<file path="src/rtl/cache_mem_pkg.sv">
// Shared encodings for the cache-side memory arbiter: read FSM states and request type codes.
package cache_mem_pkg;

    typedef enum logic [2:0] {
        R_IDLE = 3'b001,
        R_REQ  = 3'b010,
        R_RESP = 3'b100
    } rd_state_e;

    localparam logic [2:0] RD_TYPE_LINE = 3'b100;
    localparam logic [2:0] WR_TYPE_LINE = 3'b100;
    localparam logic [2:0] WR_TYPE_WORD = 3'b010;

endpackage

</file>
<file path="src/rtl/rr_arb2.sv">
// Two-way round-robin picker: a lone requester wins, a tie goes to whoever was not served last.
module rr_arb2 (
    input  logic [1:0] req,
    input  logic       last,
    output logic       gnt
);

    always_comb begin
        gnt = 1'b0;
        if (req == 2'b11) begin
            gnt = ~last;
        end else if (req[1]) begin
            gnt = 1'b1;
        end
    end

endmodule

</file>
<file path="src/rtl/cache_mem_arbiter.sv">
// Shares one rd/wr/ret memory port between icache (s0) and dcache (s1).
// Reads are serialised one line at a time via round-robin; writes use a rotating token.
module cache_mem_arbiter
    import cache_mem_pkg::*;
#(
    parameter int ADDR_W = 32,
    parameter int DATA_W = 32,
    parameter int LINE_W = 128
) (
    input  logic              clk,
    input  logic              reset,

    input  logic              s0_rd_req,
    input  logic [2:0]        s0_rd_type,
    input  logic [ADDR_W-1:0] s0_rd_addr,
    output logic              s0_rd_rdy,
    output logic              s0_ret_valid,
    output logic              s0_ret_last,
    output logic [DATA_W-1:0] s0_ret_data,
    input  logic              s0_wr_req,
    input  logic [2:0]        s0_wr_type,
    input  logic [ADDR_W-1:0] s0_wr_addr,
    input  logic [3:0]        s0_wr_wstrb,
    input  logic [LINE_W-1:0] s0_wr_data,
    output logic              s0_wr_rdy,

    input  logic              s1_rd_req,
    input  logic [2:0]        s1_rd_type,
    input  logic [ADDR_W-1:0] s1_rd_addr,
    output logic              s1_rd_rdy,
    output logic              s1_ret_valid,
    output logic              s1_ret_last,
    output logic [DATA_W-1:0] s1_ret_data,
    input  logic              s1_wr_req,
    input  logic [2:0]        s1_wr_type,
    input  logic [ADDR_W-1:0] s1_wr_addr,
    input  logic [3:0]        s1_wr_wstrb,
    input  logic [LINE_W-1:0] s1_wr_data,
    output logic              s1_wr_rdy,

    output logic              m_rd_req,
    output logic [2:0]        m_rd_type,
    output logic [ADDR_W-1:0] m_rd_addr,
    input  logic              m_rd_rdy,
    input  logic              m_ret_valid,
    input  logic              m_ret_last,
    input  logic [DATA_W-1:0] m_ret_data,

    output logic              m_wr_req,
    output logic [2:0]        m_wr_type,
    output logic [ADDR_W-1:0] m_wr_addr,
    output logic [3:0]        m_wr_wstrb,
    output logic [LINE_W-1:0] m_wr_data,
    input  logic              m_wr_rdy,

    output logic              err_unexp_ret
);

    rd_state_e rd_state_q;
    logic      rd_gnt_q;
    logic      rr_last_q;
    logic      wr_owner_q;
    logic      wr_owner_d;
    logic      err_q;
    logic      arb_gnt;
    logic      in_req;
    logic      in_resp;
    logic      owner_req;
    logic      wr_ok;

    rr_arb2 u_rr_arb2 (
        .req  ({s1_rd_req, s0_rd_req}),
        .last (rr_last_q),
        .gnt  (arb_gnt)
    );

    assign in_req  = (rd_state_q == R_REQ);
    assign in_resp = (rd_state_q == R_RESP);

    always_ff @(posedge clk or posedge reset) begin
        if (reset) begin
            rd_state_q <= R_IDLE;
            rd_gnt_q   <= 1'b0;
            rr_last_q  <= 1'b1;
        end else begin
            case (rd_state_q)
                R_IDLE: begin
                    if (s0_rd_req || s1_rd_req) begin
                        rd_gnt_q   <= arb_gnt;
                        rd_state_q <= R_REQ;
                    end
                end
                R_REQ: begin
                    if (m_rd_req && m_rd_rdy) begin
                        rd_state_q <= R_RESP;
                    end
                end
                R_RESP: begin
                    if (m_ret_valid && m_ret_last) begin
                        rr_last_q  <= rd_gnt_q;
                        rd_state_q <= R_IDLE;
                    end
                end
                default: rd_state_q <= R_IDLE;
            endcase
        end
    end

    always_comb begin
        m_rd_req  = 1'b0;
        m_rd_type = '0;
        m_rd_addr = '0;
        if (in_req) begin
            m_rd_req  = rd_gnt_q ? s1_rd_req  : s0_rd_req;
            m_rd_type = rd_gnt_q ? s1_rd_type : s0_rd_type;
            m_rd_addr = rd_gnt_q ? s1_rd_addr : s0_rd_addr;
        end
    end

    assign s0_rd_rdy    = in_req & ~rd_gnt_q & m_rd_rdy;
    assign s1_rd_rdy    = in_req &  rd_gnt_q & m_rd_rdy;

    // Beats reach only the granted requester; anything outside R_RESP is dropped.
    assign s0_ret_valid = in_resp & ~rd_gnt_q & m_ret_valid;
    assign s0_ret_last  = in_resp & ~rd_gnt_q & m_ret_last;
    assign s0_ret_data  = (in_resp && !rd_gnt_q) ? m_ret_data : '0;
    assign s1_ret_valid = in_resp &  rd_gnt_q & m_ret_valid;
    assign s1_ret_last  = in_resp &  rd_gnt_q & m_ret_last;
    assign s1_ret_data  = (in_resp && rd_gnt_q) ? m_ret_data : '0;

    always_ff @(posedge clk or posedge reset) begin
        if (reset) begin
            err_q <= 1'b0;
        end else if (m_ret_valid && !in_resp) begin
            err_q <= 1'b1;
        end
    end

    assign err_unexp_ret = err_q;

    // Write token: reset gates the muxed path so every output is quiet during reset.
    assign wr_ok      = m_wr_rdy & ~reset;
    assign owner_req  = wr_owner_q ? s1_wr_req : s0_wr_req;
    assign s0_wr_rdy  = wr_ok & ~wr_owner_q;
    assign s1_wr_rdy  = wr_ok &  wr_owner_q;
    assign m_wr_req   = owner_req & wr_ok;
    assign m_wr_type  = reset ? '0 : (wr_owner_q ? s1_wr_type  : s0_wr_type);
    assign m_wr_addr  = reset ? '0 : (wr_owner_q ? s1_wr_addr  : s0_wr_addr);
    assign m_wr_wstrb = reset ? '0 : (wr_owner_q ? s1_wr_wstrb : s0_wr_wstrb);
    assign m_wr_data  = reset ? '0 : (wr_owner_q ? s1_wr_data  : s0_wr_data);

    assign wr_owner_d = (m_wr_req || !owner_req) ? ~wr_owner_q : wr_owner_q;

    always_ff @(posedge clk or posedge reset) begin
        if (reset) begin
            wr_owner_q <= 1'b0;
        end else begin
            wr_owner_q <= wr_owner_d;
        end
    end

endmodule

</file>
<file path="config.mk">
export PLATFORM = sky130hd
export DESIGN_NAME = cache_mem_arbiter
export DESIGN_NICKNAME = d
export VERILOG_FILES = /design/src/rtl/cache_mem_pkg.sv /design/src/rtl/rr_arb2.sv /design/src/rtl/cache_mem_arbiter.sv
export SDC_FILE = /design/constraint.sdc
export NUM_CORES = 1
export LEC_CHECK = 0
export CAP_MARGIN = 10
export CORE_AREA = 8 8 272 274
export DETAILED_ROUTE_END_ITERATION = 10
export DIE_AREA = 0 0 280 282
export GPL_TIMING_DRIVEN = 1
export PLACE_DENSITY = 0.41
export SETUP_SLACK_MARGIN = 0.4
export SLEW_MARGIN = 30
export SYNTH_ARGS = -nofsm -noshare
export SYNTH_HDL_FRONTEND = slang
export SYNTH_SLANG_ARGS = --single-unit
</file>
<file path="constraint.sdc">
create_clock -name clk -period 2.6 [get_ports clk]
set_input_delay 0.78 -clock clk [delete_from_list [all_inputs] [get_ports clk]]
set_output_delay 0.78 -clock clk [all_outputs]
set_load 0.1 [all_outputs]
</file>
==> impl_results.md, run 1 <==
* Outcome: finished clean
* Initial DRT Pass Iterations at 4
* Worst setup SP type: flop
* Syn-to-layout area delta at 380.3%
* WL per Instance at 20.74 um
* Slew headroom at 76.15%
* Final setup TNS at 0 ns
* PD cells at 546.2 mW/mm^2
* Critical Path AT at 1.79 ns
* I/O pin count at 723
* CTS tree: built
* H-tree levels at 1
* CP Launch Point: rd_state_q[1]
* Yosys top cell area share at 52.11%
* Synth async-reset ratio at 100.0%
* Initial DRC count at 179
* Worst-path maximum fanout at 18
* Initial antenna violation count at 39
* Remaining DRCs at 0
* Nets at 1800
* IR Drop Worst-Case VDD at 430.7 uV
* Number of global-route vias before repair at 8215
* Cell Area, Synth at 0.003938 mm^2
* Largest net degree at the start of global routing at 36
* Place WS at -0.1694 ns
* Flop2flop setup slack at 1.06 ns
* Commonest cells post-synth: nor2_1 (207), mux2i_1 (205), and3_1 (36)
* Achievable frequency at 0.3897 GHz
* Fillers at 7291
* Drt total wl at 47830 um
* Die width at 280 um
* Final setup viols at 0
* Later-pin clock latency in the skew report at 0.23 ns
* Via/cell ratio at 3.253
* Ys Warns at 0
* Leak at 0.007911 uW
* Critical path required time at 1.82 ns
* Min-Delay Path Class: reg2reg
* Distinct cells, synth at 28
* Share of cells above drive strength 1 at 58.02%
* Routability Congestion at 0.8399
* Beginning of the worst register-to-register path: rd_state_q[1]
* Max cap viols at 0
* Row count at 97
* Via count at 7502
* Root Buffer: clkbuf_16
* Core area at 0.06954 mm^2
* Synth Net Count at 1015
* Mean Syn Cell Area at 6.920 um^2
* Count leader, synth: nor2_1
* Total CTS buffers at 3
* Min Clock Period, post-route at 2.566 ns
* Hold_sp: err_unexp_ret
* Post-route antenna net violation count at 0
* Die ar. at 0.07896 mm^2
* Final setup skew at 0.002203 ns
* Hpwl dp at 40470 um
* Clock Sink Count at 7
* Longest Clk Path Bufs at 2
* Total global routing overflow at 0
* Initial Utilization at 5.662%
* Die H at 282 um
* Sequential share of the synthesized area at 4.512%
* Top_reg_cell synth: dfrtp_1
* RSZ-0062 raised after global routing: yes
* Fin crit share at 98.68%
* Synth Register Bits at 7
* Global-route wire length before repair at 64460 um
* Yosys top cell by area: mux2i_1
* CP Capture Type: output port
* R2R depth at 8
* Worst r2r dst: rd_state_q[0]
* Total GRT Usage at 11.16%
* Hold Path End: err_unexp_ret
* Worst slew pin tran at 0.3570 ns
* I/O Buffers at 722
* Clock-pin slew on the worst setup and hold paths at 0.04 ns
* # hold bufs at CTS at 0
* Final-report max-slew violation count at 0
* EDFF count, synth at 0
* Hold Violations, Final at 0
* Setup ws final at 0.03423 ns
* Dominant cells by area after synthesis: mux2i_1 (52%), nor2_1 (20%), and3_1 (5.7%), and2_1 (5.4%), dfrtp_1 (3.2%)
* Mapped Cells at 569
* Crit Path Class: reg2out
* Hold path depth at 1
## placed cells by master, fill, tap and decap left out, types with 13 or more instances in the layout
cell type / netlist / routed
nor2_1: 207 / 15
mux2i_2: 0 / 74
nor2_2: 0 / 47
dlymetal6s2s_1: 0 / 60
clkdlybuf4s50_1: 0 / 177
and3_4: 0 / 34
dlygate4sd2_1: 0 / 205
buf_12: 0 / 299
buf_6: 6 / 14
mux2i_4: 0 / 39
mux2i_1: 205 / 92
nor2_4: 0 / 145
buf_16: 0 / 22
and2_4: 0 / 34
diode_2: 0 / 13
buf_4: 11 / 44
## stage by stage
step	hold WS [ns]	total power, uW	util, %	instance area, um^2	std cells
4_1_cts	0.4664	10040	25.79	17940	2276
5_1_grt	0.4873	10700	27.17	18890	2298
3_5_place_dp	0.4588	8841	24.24	16860	2236
3_3_place_gp	0.4567	8831	24.24	16860	2236
6_report	0.4627	10330	27.20	18910	2306
2_1_floorplan	0.5296	5542	-	5474	569
## registers in the layout (all words and copies together), names as in the netlist
register / cells
rd_state_q: 3
wr_owner_q: 1
err_unexp_ret: 1
rd_gnt_q: 1
rr_last_q: 1
## where the power goes
group / switching [uW] / internal, uW / total [uW]
clock network: 57.1 / 204 / 261
logic: 5660 / 4200 / 9850
registers: 53.0 / 165 / 218
## per-layer routing
layer | vias to the layer above | track usage (%) | wire, um
li1 | 3536 | - | -
met1 | 3407 | 11.96 | 16910
met2 | 462 | 20.15 | 24420
met3 | 77 | 5.030 | 5411
met4 | 20 | 2.234 | 961
met5 | - | 0 | 124
## worst max-delay path: stages, from the launching register on
cell	delay, ns
dfrtp_1	0.39
buf_4	0.15
buf_4	0.14
nor3b_4	0.17
buf_6	0.14
buf_12	0.15
and3_2	0.22
buf_12	0.17
## layout make-up
type / count / area, um^2 / area share [%]
Antenna cell: 13 / 32.53 / 0.1720
Clock buffer: 4 / 78.83 / 0.4168
Inverter: 1 / 3.754 / 0.01985
Multi-Input combinational cell: 505 / 5700 / 30.14
Sequential cell: 7 / 185.2 / 0.9791
Tap cell: 940 / 1176 / 6.219
Timing Repair Buffer: 836 / 11740 / 62.05
## cell families after synthesis
kind of cell | count (synthesis) | share of synthesized area (%)
AND/OR/NAND/NOR | 290 | 33.37
flip-flops | 7 | 4.512
buffers and inverters | 57 | 8.103
multiplexers | 206 | 52.40
AO/OA/AOI/OAI | 9 | 1.621
## what timing repair did
action,in CTS,in global routing
setup endpoints to repair,276,276
setup buffers,22,10
cloned,14,7
pin swaps,104,118
gates resized for setup,349,171
## worst max path at each step
stage	slack [ns]	endpoint
floorplan	-0.69	m_wr_data[14]
global placement	-0.21	m_wr_data[52]
detailed placement	-0.17	m_wr_data[52]
CTS	0.01	s0_ret_data[1]
global route	-0.04	s1_ret_data[1]
finish	0.03	s1_ret_data[1]
No activity file was read; power rests on OpenSTA's default activity.
==> run 2, diff against run 1 <==
--- a/config.mk
+++ b/config.mk
@@ -6,12 +6,13 @@
 export NUM_CORES = 1
 export LEC_CHECK = 0
 export CAP_MARGIN = 10
-export CORE_AREA = 8 8 272 274
+export CELL_PAD_IN_SITES_DETAIL_PLACEMENT = 0
+export CELL_PAD_IN_SITES_GLOBAL_PLACEMENT = 1
+export CORE_AREA = 8 8 271 273
 export DETAILED_ROUTE_END_ITERATION = 10
-export DIE_AREA = 0 0 280 282
+export DIE_AREA = 0 0 279 281
 export GPL_TIMING_DRIVEN = 1
-export PLACE_DENSITY = 0.41
-export SETUP_SLACK_MARGIN = 0.4
+export PLACE_DENSITY = 0.57
 export SLEW_MARGIN = 30
 export SYNTH_ARGS = -nofsm -noshare
 export SYNTH_HDL_FRONTEND = slang
==> impl_results.md, run 2 (same netlist as run 1, synthesis figures left out) <==
* Largest reg by FF count: rd_state_q
* Later-pin clock latency in the skew report at 0.23 ns
* Largest net degree at the start of global routing at 36
* Achievable frequency at 0.3836 GHz
* Die ar. at 0.07840 mm^2
* I/O pin count at 723
* WL per Instance at 22.01 um
* Failing checks: negative setup slack
* Syn-to-layout area delta at 323.1%
* Fin crit share at 100.3%
* Min-Delay Path Class: reg2reg
* Setup ws final at -0.007190 ns
* Via count at 7239
* Root Buffer: clkbuf_16
* Hold Path End: err_unexp_ret
* Initial DRT Pass Iterations at 4
* Cell count after placement at 2231
* Crit Path Class: in2out
* Hold Violations, Final at 0
* RSZ-0062 raised after global routing: yes
* H-tree levels at 1
* Global-route wire length before repair at 66990 um
* Die width at 279 um
* Most common cell after layout, fill and taps aside: clkdlybuf4s50_1
* Number of global-route vias before repair at 8143
* PD cells at 537.7 mW/mm^2
* Outcome: complete, but fails checks
* Initial antenna violation count at 39
* Longest Clk Path Bufs at 2
* Routability Congestion at 0.8433
* Final Util at 24.04%
* Flop2flop setup slack at 1.00 ns
* Final setup skew at 0.0002075 ns
* Drt total wl at 49920 um
* Fillers at 7349
* Clock-pin slew on the worst setup and hold paths at 0.03 ns
* R2R depth at 5
* Hold path depth at 1
* Clock Sink Count at 7
* Critical Path AT at 1.83 ns
* Initial Utilization at 5.682%
* CTS tree: built
* Total CTS buffers at 3
* Max reg flops at 3
* Final setup viols at 1
* Leak at 0.006723 uW
* Max cap viols at 0
* Total global routing overflow at 0
* Core area at 0.06930 mm^2
* I/O Buffers at 722
* Critical path required time at 1.82 ns
* Share of cells above drive strength 1 at 41.22%
* Remaining DRCs at 0
* Worst-path maximum fanout at 1
* Nets at 1757
* Row count at 97
* Hold_sp: err_unexp_ret
* Total GRT Usage at 11.89%
* Tot Pwr at 8959 uW
* Hpwl dp at 45310 um
* Die H at 281 um
* Most frequent cells in the layout: clkdlybuf4s50_1 (428), buf_12 (290), mux2i_1 (198)
* Final-report max-slew violation count at 0
* Final setup TNS at -0.007190 ns
* Fin cells at 2268
* Slew headroom at 75.21%
* IR Drop Worst-Case VDD at 313.0 uV
* Post-route antenna net violation count at 0
* Worst setup SP type: input pin
* Initial DRC count at 192
* Worst slew pin tran at 0.3615 ns
* Place WS at -0.1733 ns
* Beginning of the worst register-to-register path: rd_gnt_q
* CP Capture Type: output port
* Via/cell ratio at 3.192
* Min Clock Period, post-route at 2.607 ns
* Worst r2r dst: rd_state_q[1]
## run 2: changes by cell type in the layout (fill, tap and decap cells not counted), sizes merged, moves of 5 or more
cell / delta
clkdlybuf4s50: +251
buf: -36
dlygate4sd2: -192
diode: +5
clkbuf: -7
dlymetal6s2s: -57
## run 2: stage by stage
stage,instance area [um^2],hold slack (ns)
finish,16660,0.5297
global route,16630,0.5638
CTS,16470,0.5562
detailed placement,16230,0.5484
global placement,16230,0.5499
floorplan,4785,0.5284
## run 2: metal layers
metal / wire length (um) / vias to the layer above / track usage, %
li1: - / 3439 / -
met1: 17310 / 3268 / 12.03
met2: 25930 / 471 / 22.07
met3: 5831 / 51 / 5.710
met4: 787 / 10 / 2.473
met5: 62 / - / 0
## run 2: worst max-delay path by stage
stage	end	slack [ns]	cells past startpoint	startpoint
floorplan	m_wr_data[10]	-0.76	4	reset
global placement	m_wr_addr[17]	-0.16	4	s1_wr_addr[17]
detailed placement	m_wr_addr[17]	-0.17	4	s1_wr_addr[17]
CTS	s0_ret_valid	-0.01	4	rd_state_q[1]
global route	s0_ret_data[16]	-0.03	4	rd_state_q[1]
finish	m_wr_data[13]	-0.007	4	s0_wr_data[13]
## run 2: timing repair
item	4_1_cts	5_1_grt
endpoints found under the hold margin	0	0
endpoints found under the setup margin	52	69
gates resized for setup	28	40
pin swaps	12	14
buffers inserted	10	2
hold buffers	0	0
cloned	2	1
## run 2: area by class of cell
class	count	area, um^2	share of cell area, %
antenna	18	45.04	0.2704
inverter	1	3.754	0.02253
clock buffer	4	78.83	0.4732
sequential	7	187.7	1.127
timing repair buffer	791	10780	64.73
multi-input combinational	507	4384	26.32
tap	940	1176	7.060
## run 2: power by group
| part | internal (uW) | switching, uW |
|---|---|---|
| Combinational | 3330 | 5110 |
| Sequential | 167 | 83.7 |
| Clock | 204 | 54.8 |
## run 2: worst max-delay path, stage by stage
cell	delay, ns
clkdlybuf4s50_1	0.56
mux2i_1	0.10
nor2_1	0.18
buf_12	0.20
==> run 3, diff against run 2 <==
==> constraint.sdc (replaced) <==
create_clock -name clk -period 2.6 [get_ports clk]
set_input_delay 0.65 -clock clk [delete_from_list [all_inputs] [get_ports clk]]
set_output_delay 0.65 -clock clk [all_outputs]
set_load 0.1 [all_outputs]
==> impl_results.md, run 3 (same netlist as run 1, synthesis figures left out) <==
* Outcome: finished clean
* Min Clock Period, post-route at 2.534 ns
* Initial DRT Pass Iterations at 4
* Worst-path maximum fanout at 4
* Min-Delay Path Class: reg2reg
* Die width at 279 um
* Setup ws final at 0.06570 ns
* Critical Path AT at 1.88 ns
* Clock-pin slew on the worst setup and hold paths at 0.03 ns
* RSZ-0062 raised after global routing: yes
* CP Capture Type: output port
* Place WS at 0.01999 ns
* PD cells at 533.1 mW/mm^2
* Max reg flops at 3
* Worst hold margin at 0.4550 ns
* Hold Violations, Final at 0
* Later-pin clock latency in the skew report at 0.24 ns
* Remaining DRCs at 0
* Initial Utilization at 5.682%
* Nets at 1741
* Critical path required time at 1.95 ns
* Largest net degree at the start of global routing at 38
* H-tree levels at 1
* Number of global-route vias before repair at 7942
* Total global routing overflow at 0
* Via count at 7120
* Total CTS buffers at 3
* Longest Clk Path Bufs at 2
* Worst setup SP type: input pin
* Clock Sink Count at 7
* Final-report max-slew violation count at 0
* CTS tree: built
* Final Util at 23.13%
* Drt total wl at 44830 um
* Root Buffer: clkbuf_16
* Crit Path Class: in2out
* Max cap viols at 0
* Final setup skew at 0.01397 ns
* Post-route antenna net violation count at 0
* I/O pin count at 723
* Achievable frequency at 0.3946 GHz
* Core area at 0.06930 mm^2
* Hpwl dp at 40750 um
* Initial antenna violation count at 25
* Global-route wire length before repair at 60400 um
* Total GRT Usage at 10.55%
* IR Drop Worst-Case VDD at 301.4 uV
* WL per Instance at 19.96 um
* Via/cell ratio at 3.170
* # hold bufs at CTS at 0
* Routability Congestion at 0.8544
* Row count at 97
* Slew headroom at 69.52%
* Syn-to-layout area delta at 307.1%
* Die H at 281 um
* Leak at 0.006496 uW
* Flop2flop setup slack at 1.12 ns
* Final setup viols at 0
* Share of cells above drive strength 1 at 36.71%
* Most frequent cells in the layout: clkdlybuf4s50_1 (444), buf_12 (287), mux2i_1 (204)
* Fin crit share at 97.47%
* Largest reg by FF count: rd_state_q
* I/O Buffers at 722
* Worst slew pin tran at 0.4571 ns
* Die ar. at 0.07840 mm^2
* Fillers at 7400
* Initial DRC count at 152
* Most common cell after layout, fill and taps aside: clkdlybuf4s50_1
run 3: cell types whose count changed in the layout (fill, tap and decap cells not counted), moves of 13 or more:
cell / previous run / this run
nor2_2: 32 / 77
and2_2: 26 / 0
dlygate4sd2_1: 13 / 0
nor2_4: 103 / 50
and2_1: 1 / 33
clkdlybuf4s50_1: 428 / 444
run 3: worst max-delay path, stage by stage:
cell             delay [ns]
clkdlybuf4s50_1        0.59
nand2b_1               0.22
nor2_2                 0.22
buf_12                 0.20
run 3: timing repair:
action | CTS | global route
setup endpoints to repair | 6 | 34
cloned | 0 | 1
buffers inserted | 3 | 1
hold endpoints to repair | 0 | 0
gates resized for setup | 2 | 0
pin swaps | 0 | 2
run 3: worst paths after layout:
path                                     from  cells past startpoint       endpoint
max in group asynchronous               reset                      3      rr_last_q
worst max-delay path                 m_wr_rdy                      4       m_wr_req
min in group asynchronous               reset                      3     wr_owner_q
worst min-delay path            err_unexp_ret                      1  err_unexp_ret
worst min register to register  err_unexp_ret                      1  err_unexp_ret
worst max register to register  rd_state_q[1]                      3      rr_last_q
run 3: metrics by stage:
step                      setup TNS, ns  cell area, um^2  instances  power [uW]
final                                 0            16030       2246        8544
after global routing           -0.01391            16010       2238        8881
after CTS                             0            15970       2232        8634
after detailed placement              0            15860       2225        8315
after global placement        -0.006730            15860       2225        8302
after floorplan                  -43.42             4503        569        5090
run 3: layer usage:
| layer | vias to the layer above | routed length [um] | track usage (%) |
|---|---|---|---|
| met4 | 6 | 828 | 1.925 |
| met3 | 50 | 5177 | 5.063 |
| met1 | 3212 | 14850 | 10.06 |
| met2 | 454 | 23940 | 20.50 |
| li1 | 3398 | - | - |
| met5 | - | 35 | 0 |
run 3: area by class of cell:
class / count / area [um^2] / area share (%)
inverter: 1 / 3.754 / 0.02342
antenna: 12 / 30.03 / 0.1874
tap: 940 / 1176 / 7.338
clock buffer: 4 / 78.83 / 0.4918
multi-input combinational: 506 / 4019 / 25.07
timing repair buffer: 776 / 10540 / 65.73
sequential: 7 / 185.2 / 1.155
run 3: power by group:
part / internal (uW) / switching, uW / total, uW
Combinational: 3100 / 4870 / 7970
Clock: 205 / 70.1 / 275
Sequential: 164 / 135 / 299
Total: 3470 / 5070 / 8540
